## config.mk

```make
export PLATFORM = sky130hd
export DESIGN_NAME = pw_timer
export DESIGN_NICKNAME = d
export VERILOG_FILES = /design/src/rtl/pw_timer.sv
export SDC_FILE = /design/constraint.sdc
export NUM_CORES = 1
export LEC_CHECK = 0
export ABC_AREA = 0
export CAP_MARGIN = 10
export CELL_PAD_IN_SITES_DETAIL_PLACEMENT = 1
export CELL_PAD_IN_SITES_GLOBAL_PLACEMENT = 1
export CORE_AREA = 2 2 39 41
export CTS_CLUSTER_DIAMETER = 150
export DETAILED_ROUTE_END_ITERATION = 6
export DIE_AREA = 0 0 41 43
export HOLD_SLACK_MARGIN = 0.05
export PLACE_DENSITY_LB_ADDON = 0.1
export RECOVER_POWER = 100
export SYNTH_ARGS = -nofsm -noshare
export SYNTH_HDL_FRONTEND = slang
export SYNTH_SLANG_ARGS = --single-unit
```

## constraint.sdc

```tcl
create_clock -name clk -period 2.8 [get_ports clk]
set_input_delay 0.56 -clock clk [delete_from_list [all_inputs] [get_ports clk]]
set_output_delay 0.56 -clock clk [all_outputs]
set_load 0.01 [all_outputs]
```

## src/rtl/pw_timer.sv

```systemverilog
// Loadable down-counter that stops at zero; times both the open and lockout intervals.
module pw_timer #(
    parameter int W = 5
) (
    input  logic         clk,
    input  logic         rst,
    input  logic         load,
    input  logic [W-1:0] load_value,
    output logic         zero
);

    logic [W-1:0] count;

    // Load has priority; otherwise count down and hold once zero is reached.
    always_ff @(posedge clk) begin
        if (rst) begin
            count <= '0;
        end else if (load) begin
            count <= load_value;
        end else if (count != '0) begin
            count <= count - W'(1);
        end
    end

    assign zero = (count == '0);

endmodule

```

==> reports/metrics.yaml <==
sta:
  holdWs_ns: 0.554
  drv_slew: 0
  report.final.setup_viol: 0
  finClkSkew_ns: 0.00178
  worst_slew_margin_rel_pct: 74.5
  period_share_pct: 85.7
  worstMarginPinSlew_ns: 0.381
  hold_viol: 0
  rsz0062_at_grt: "false"
  fin_tns_setup_ns: 0
  max_freq_ghz: 0.417
  fin_crit_ns: 2.40
floorplan:
  fp.dieArea_mm2: 0.00176
  die_w_um: 41
  rows: 14
  initial_utilization_pct: 20.8
  io_pins: 9
  die_h_um: 43
  core_mm2: 0.00138
synthesis:
  synth_area_um2: 288
  async_reset_ff_share_pct: 0
  synth.most_common_cell: "inv_1"
  syn_avg_cell_area_um2: 8.99
  synth-warning-count: 0
  synth_top_area_share_pct: 34.8
  yosysTopAreaCell: "dfxtp_1"
  synth_cells: 32
  synthDistinctLibCells: 20
  synth_common_cells: "inv_1, dfxtp_1, nand2_1"
  ys.flop_type: "dfxtp_1"
  ys_ff_latch: 5
  synth_edf_count: 0
  syn-num-nets: 41
  synth_area_leaders: "dfxtp_1, nor4b_4, inv_1, ha_1, nor4_2"
  ys_seq_area_share_pct: 34.8
drt:
  drt_first_pass_iters: 2
  viasPerCell: 4.93
  drt-total-wl_um: 747
  drc_errors: 0
  avgRoutedWirePerCell_um: 12.5
  vias: 296
  antenna_left: 0
  drt_iter0_markers: 2
worst_setup_path:
  crit_path_end_kind: "output pin"
  required_ns: 2.24
  worstPathMaxFanout: 6
  path_class: "reg -> out"
  critPathLaunchType: "flop"
  crit_arrival_ns: 1.84
global_routing:
  grt_pass1_vias: 323
  antenna_found_initial: 0
  grt_pass1_wl_um: 1300
  gr-total-overflow: 0
  grtUsageTotal_pct: 11.6
  grt_max_degree: 8
cts:
  post_cts_buffers: 0
  postCtsHoldBufs: 0
  ctsHtreeMaxLevel: 1
  post_cts_resized: 0
  insertion_delay_ns: 0.25
  cts-root-buf: "clkbuf_4"
  cts_buffers: 3
  path_clk_slew_ns: 0.04
  cts_sinks: 5
  cts_tree: "done"
  clock_path_buffers: 2
placement:
  place_congestion: 0.718
  dp_hpwl_um: 617
  port_buffers: 8
pwr:
  ir_drop_mv: 0.200
  power.density_mw_per_mm2: 586
  p_leak_nw: 0.161
  p_total_uw: 243
  p_sw_share_pct: 29.5
  clkPwrFrac_pct: 36.0
  switchingPower_uw: 71.5
  seqPwrFrac_pct: 36.6
  p_comb_share_pct: 27.4
  p_int_uw: 171
finish:
  largest_register_ffs: 5
  register_area_um2: 100
  diodes: 0
  final_core_util_pct: 29.9
  multi_input_area_um2: 165
  syn_to_final_growth_pct: 43.9
  largest-register: "count"
  fillers: 167
  drive_above_1_share_pct: 13.6
  finalNetCount: 54
  largestRegisters: "count: 5 flops"
hold_path:
  hp-class: "reg -> reg"
outcome:
  outcome: "completed"
run:
  max-cap-violations: 0
-- final cells by class --
class                   count  share of cell area, %
well taps                  16                   4.83
multi-input cells          21                   39.9
repair buffers              8                   19.3
clock buffers               4                   6.34
flip-flops and latches      5                   24.2
inverters                   6                   5.44
-- cells in the final DEF (no fill, tap or decap), drive strengths merged, types with 2 or more instances in the layout --
cell type,Yosys,layout
clkdlybuf4s50,0,7
inv,6,6
dfxtp,5,5
clkbuf,0,4
nand2,3,3
a21oi,2,2
-- layer usage --
layer  wire (um)  part of all wire (%)  track usage (%)  vias up
met4          15                   2.0             8.00        0
met3          29                   3.9             4.71        2
met5           0                     0                0        -
met1         300                    40             11.3      145
li1            -                     -                -      143
met2         401                    54             18.4        6
-- critical path, cell delays in order (launching register included) --
cell	delay [ns]
dfxtp_1	0.32
inv_1	0.08
ha_1	0.21
nor4b_4	0.37
clkdlybuf4s50_1	0.61
-- kinds of logic (layout without fill, tap and decap cells) --
| kind of cell | count (synthesis) | count (layout) | synth area share, % |
|---|---|---|---|
| and+or+nand+nor | 12 | 12 | 31.3 |
| AOI/OAI and AO/OA | 7 | 7 | 18.7 |
| buffers and inverters | 6 | 18 | 7.83 |
| DFF | 5 | 5 | 34.8 |
| adders and majority gates | 1 | 1 | 4.35 |
| xor gates and xnor gates | 1 | 1 | 3.04 |
-- worst paths after layout --
kind                                         endpoint                   from  cells past startpoint  slack (ns)
worst max-delay path                             zero  count[0]$_SDFFE_PP0P_                      4        0.40
worst min-delay path            count[0]$_SDFFE_PP0P_  count[0]$_SDFFE_PP0P_                      2        0.55
worst max register to register  count[1]$_SDFFE_PP0P_  count[0]$_SDFFE_PP0P_                      5        1.32
worst min register to register  count[0]$_SDFFE_PP0P_  count[0]$_SDFFE_PP0P_                      2        0.55
-- stage by stage --
stage | area [um2] | cells | worst slack [ns]
after CTS | 414 | 60 | 0.385
after floorplan | 288 | 32 | 1.33
after detailed placement | 388 | 56 | 0.651
after global placement | 388 | 56 | 0.690
after global routing | 414 | 60 | 0.271
final | 414 | 60 | 0.399
-- power by group through the flow --
stage          logic [mW]  registers (mW)  clock network (mW)
2_1_floorplan      0.0420          0.0877                   0
3_3_place_gp       0.0656          0.0899                   0
3_5_place_dp       0.0677          0.0902                   0
4_1_cts            0.0681          0.0889              0.0903
5_1_grt            0.0746          0.0898              0.0963
6_report           0.0666          0.0888              0.0873
Note: power is estimated with default switching activity, not from simulation.
